## src/rtl/sw_debounce.sv

```systemverilog
// Per-bit switch debouncer: 2-flop synchronizer, saturating stability counter,
// registered level plus one-cycle rise/fall/change pulses.
module sw_debounce #(
   parameter int unsigned WIDTH   = 2,
   parameter int unsigned CNT_MAX = 1000000
) (
   input  logic             clk_i,
   input  logic             rst_n,
   input  logic [WIDTH-1:0] sw_i,
   output logic [WIDTH-1:0] sw_o,
   output logic [WIDTH-1:0] rise_o,
   output logic [WIDTH-1:0] fall_o,
   output logic             chg_o
);

   localparam int unsigned     CW       = $clog2(CNT_MAX + 1);
   localparam logic [CW-1:0]   CNT_LAST = CW'(CNT_MAX - 1);

   logic [WIDTH-1:0]          sync1_q, sync2_q;
   logic [WIDTH-1:0][CW-1:0]  cnt_q, cnt_d;
   logic [WIDTH-1:0]          sw_q, sw_d;
   logic [WIDTH-1:0]          rise_q, rise_d;
   logic [WIDTH-1:0]          fall_q, fall_d;
   logic                      chg_q, chg_d;

   // NOTE: every output of this block gets a default first, so no path leaves a latch.
   always_comb begin
      sw_d   = sw_q;
      rise_d = '0;
      fall_d = '0;
      cnt_d  = '0;
      for (int i = 0; i < WIDTH; i++) begin
         if (sync2_q[i] != sw_q[i]) begin
            if (cnt_q[i] == CNT_LAST) begin
               sw_d[i]   = sync2_q[i];
               rise_d[i] = sync2_q[i];
               fall_d[i] = ~sync2_q[i];
            end else begin
               cnt_d[i] = cnt_q[i] + CW'(1);
            end
         end
      end
      // Derived from the next-state pulses so chg_o lands on the same edge as sw_o.
      chg_d = |(rise_d | fall_d);
   end

   // NOTE: sequential state uses non-blocking assignments only; the counters are
   // reset along with everything else since a stale count would shorten the next accept.
   always_ff @(posedge clk_i) begin
      if (!rst_n) begin
         sync1_q <= '0;
         sync2_q <= '0;
         cnt_q   <= '0;
         sw_q    <= '0;
         rise_q  <= '0;
         fall_q  <= '0;
         chg_q   <= 1'b0;
      end else begin
         sync1_q <= sw_i;
         sync2_q <= sync1_q;
         cnt_q   <= cnt_d;
         sw_q    <= sw_d;
         rise_q  <= rise_d;
         fall_q  <= fall_d;
         chg_q   <= chg_d;
      end
   end

   assign sw_o   = sw_q;
   assign rise_o = rise_q;
   assign fall_o = fall_q;
   assign chg_o  = chg_q;

endmodule

```

## config.mk

```make
export PLATFORM = sky130hd
export DESIGN_NAME = sw_debounce
export DESIGN_NICKNAME = d
export VERILOG_FILES = /design/src/rtl/sw_debounce.sv
export SDC_FILE = /design/constraint.sdc
export NUM_CORES = 1
export LEC_CHECK = 0
export ABC_AREA = 0
export ABC_CLOCK_PERIOD_IN_PS = 2350
export CAP_MARGIN = 5
export CORE_MARGIN = 2
export CORE_UTILIZATION = 50
export CTS_CLUSTER_SIZE = 28
export DETAILED_ROUTE_END_ITERATION = 8
export DONT_BUFFER_PORTS = 1
export PLACE_DENSITY = 0.63
export SYNTH_ARGS = -nofsm -noshare
export SYNTH_HDL_FRONTEND = slang
export SYNTH_SLANG_ARGS = --single-unit
```

## constraint.sdc

```tcl
create_clock -name clk_i -period 2.35 [get_ports clk_i]
set_clock_uncertainty 0.15 [all_clocks]
set_input_delay 0.47 -clock clk_i [delete_from_list [all_inputs] [get_ports clk_i]]
set_output_delay 0.47 -clock clk_i [all_outputs]
set_load 0.005 [all_outputs]
```

-- Yosys cells after proc, flatten, opt, wreduce, memory -nomap -nowiden
Index checks and enable logic that the tools add are counted.
- register bits after elaboration: 51
- bits in latches: 0
- memory bits (writable): 0
- bits in read-only memories: 0
- bits of input ports: 4
- logic and storage cells: 34
- memories kept: 0
- add/sub/neg operators: 2
- multipliers: 0
- div/mod/pow operators: 0
- $lt $le $gt $ge: 0
- equality and inequality tests: 4
- shifts and indexed selects: 0
- multiplexer cells: 8
- bitwise operators: 6
- reductions and logical operators: 5
- operator list (cell ; number):
    20-bit by 1-bit adder with 20-bit output (second input constant) ; 2
    20-bit == test (second input constant) ; 2
    1-bit two-way mux ; 8
    3-bit OR reduction ; 2
    1-bit inverter ; 5
    2-bit AND reduction ; 2
    1-bit inequality test ; 2
    2-bit bitwise OR ; 1
    2-bit OR reduction ; 1

-- Longest topological paths before layout
- word-level depth: 5
- depth in mapped cells: 6

-- Least setup slack after synthesis
OpenSTA, ideal clock, no wires.
- path type: flip-flop to flip-flop
- start point: register cnt_q[32] (netlist name)
- end point: register sw_q[1] (netlist: sw_o[1])
- arrival time: 1.682 ns
- required time: 2.130 ns
- path slack: 0.449 ns
- stages on the path, launching flop included: 5
- buffers on the path: 0
- period minus slack after synthesis: 1.901 ns
- cell sequence: dfxtp_1 > or4b_1 > or4_4 > or3_1 > a21oi_1
- word-level cells in the longest chain between the ends: 2
- ends and longest elaborated chain (element ; line ; RTL):
    start, declared ; 20 ; logic [WIDTH-1:0][CW-1:0] cnt_q, cnt_d;
    start signal, assigned ; 61 ; cnt_q <= cnt_d;
    20-bit == test ; 34 ; if (cnt_q[i] == CNT_LAST) begin
    2-bit AND reduction (no line) ; -- ;
    end signal, assigned ; 62 ; sw_q <= sw_d;
    end, declared ; 21 ; logic [WIDTH-1:0] sw_q, sw_d;
No other way between the ends.
A chain may end at the register's enable or synchronous reset.

-- Worst setup path after layout
- start point: register cnt_q[32] (netlist name)
- end point: register cnt_q[38] (netlist name)
- word-level cells in the longest chain between the ends: 2
- ends and longest elaborated chain (element):
    branches (longest 2 deep; another with 20-bit by 1-bit adder with 20-bit output)
Parallel ways; which one is timed is not known.

==> metrics <==
# diodes=0; final core area utilization=56.2%; post-synthesis simple-gate area fraction=29.1%; slowest cell on the critical path=or4b_1; max cap viols=0; Remaining Overflow, GRT=0; first-pass GRT wire length=6350 µm; Max VDD drop=0.321 mV; detailed-route DRC error count=0; clock sink count=51; fmax=493 MHz; CTS root buf=clkbuf_8; grt met3 use=5.09%; I/O Buffers=0; Ys Warns=0; CTS tree=done; Worst-path clk slew=80 ps; Mapped Cells=245; Die Wd=69.7 µm; Routed Antenna Nets=0; Mapped Avg Cell Area=8.80 µm²; CP arrival=2060 ps; pin count of the biggest net entering global routing=21; routability congestion estimate=0.773; grt met1 use=23.3%; critical path cell sequence=or4b_1 -> or4_4 -> o21ai_1 -> buf_4 -> a21oi_1; mux contribution to synthesized area=0%; Pins Over Slew Limit=0; static leakage=0.677 nW; detailed-route via count=1641; largest family of logic cells by synthesized area=simple AND/OR/NAND/NOR gates; drt first-iter violations=106; Die Y=69.7 µm; ratio of cells with drive above 1 in the final layout=6.05%; later-pin clock latency in the skew report=290 ps; postcts setup bufs=0; #FFs+latches synth=51; Cell Area, Placed=2220 µm²; Setup TNS Final=0 ps; post-synthesis sequential area ratio=47.4%; initial antenna violation count=0; I/O pin count=11; most frequent cells in the layout=51 x dfxtp_1, 31 x nor2_1, 15 x a21oi_1, 13 x nand2_1, 13 x xnor2_1; Startpoint Class=flop; XOR/XNOR share of the synthesized area=9.75%; distinct cell type count after synthesis=32; CP Data Required Time=2380 ps; Worst Tran Pin Value=376 ps; status=complete, no violations; post-synthesis compound-gate area fraction=9.00%; Final Instance Area=2290 µm²; Post-synth EDFFs=0; drt pass-1 iters=4; Layout area overhead=6.44%; wire per inst=12.4 µm; CP delay by family, top=simple AND/OR/NAND/NOR gates; hold violation total from the final report=0; kind of critical path=reg -> reg; Placeable Area=4090 µm²; min cycle time layout=2030 ps; ys async rst share=0%; setup ws final=322 ps; post-cts hold buffer count=0; busiest grt layer=met1; Critical Path Max Stage Delay=500 ps; crit path max fanout=13; Worst slew margin=74.7%; Synth area leaders=dfxtp_1 47%, nor2_1 5.4%, xnor2_1 5.3%, xor2_1 4.5%, a21oi_1 3.5%; CTS Buf Count=5; commonest non-fill, non-tap cell in the layout=dfxtp_1; Power Density=586 nW/µm²; Buf/Inv on CP=1; DR vias/cell=5.51; FF-to-FF Start=cnt_q[32]; # nets final=255; leading area contributor after synthesis=dfxtp_1; Setup crit end kind=flop; Post-CTS Resized=0; H-tree depth=2; met2 global-route usage=22.2%; hold crit path type=in -> reg; Yosys top cell area share=47.4%; share of synthesized cell area in full adder, half adder and majority cells=1.16%; CP startpoint=cnt_q[32]; Syn Std Cell Area=2160 µm²; Post-Route WL=3700 µm; Net Count, Synth=251; CTS Buffer Depth=2; main flop type after synthesis=dfxtp_1; starting density of the core=52.8%; final setup fails=0; pre-CTS setup slack=332 ps; vias in the first global route=1420; die area=4850 µm²; Post-DP HPWL=2570 µm; row count=23; hold path startpoint=rst_n; RSZ-0062 raised after global routing=false; crit share post-route=86.3%; Total GRT Usage=16.2%
[cells by family after synthesis]
logic type      count (synthesis)
simple gates                  114
flops                          51
compound gates                 34
xor+xnor                       24
buf+inv                        20
fa+ha+maj                       2
[where the power goes]
group | internal, W | leakage [nW] | switching [W]
Sequential | 0.000867 | 0.412 | 0.00000228
Combinational | 0.00000557 | 0.229 | 0.00000881
Clock | 0.000199 | 0.0371 | 0.000262
Total | 0.00107 | 0.677 | 0.000273
[worst reg2reg max path, cell delays in order, from the launching register on]
cell and delay (ps):
dfxtp_1 350, or4b_1 500, or4_4 440, o21ai_1 190, buf_4 220, a21oi_1 60
[routing by layer]
metal  part of all wire, %  vias up
li1                      -      863
met1                    54      741
met2                    40       29
met3                   4.5        8
met4                   2.0        0
met5                     0        -
[registers in the layout (all words and copies together) (netlist names)]
signal and cells:
sync2_q 2, cnt_q 40, sw_o 2, chg_o 1, fall_o 2, sync1_q 2, rise_o 2
[Yosys cell counts, types with 4 or more instances]
master	count
a21oi_1	15
and2_1	6
and4_1	4
clkbuf_1	5
dfxtp_1	51
inv_1	12
nand2_1	13
nand3_1	10
nand4_1	10
nor2_1	31
nor3_1	4
nor4_1	4
o21ai_0	9
o31ai_1	6
or3_1	11
or4_1	6
xnor2_1	13
xor2_1	11
[per-stage QoR]
stage | std cells | total power [W] | hold slack [ps]
global placement | 292 | 0.000905 | 280
CTS | 298 | 0.00136 | 133
detailed placement | 292 | 0.000904 | 270
floorplan | 245 | 0.000902 | 262
global route | 298 | 0.00140 | 129
finish | 298 | 0.00134 | 141
[path summary, 6_finish.rpt]
check	depth (start not counted)	endpoint	slack, ps
worst min-delay path	1	sync1_q[1]	140
worst max-delay path	5	cnt_q[38]	320
worst max register to register	5	cnt_q[38]	320
worst min register to register	1	cnt_q[20]	290
[area by class of cell]
cell class              instances  area [µm²]
fillers                       383        1790
multi-input cells             174        1060
flip-flops and latches         51        1020
clock buffers                   6        72.6
well taps                      50        62.6
inverters                      12        45.0
repair buffers                  5        37.5
(Power assumes the default switching activity.)
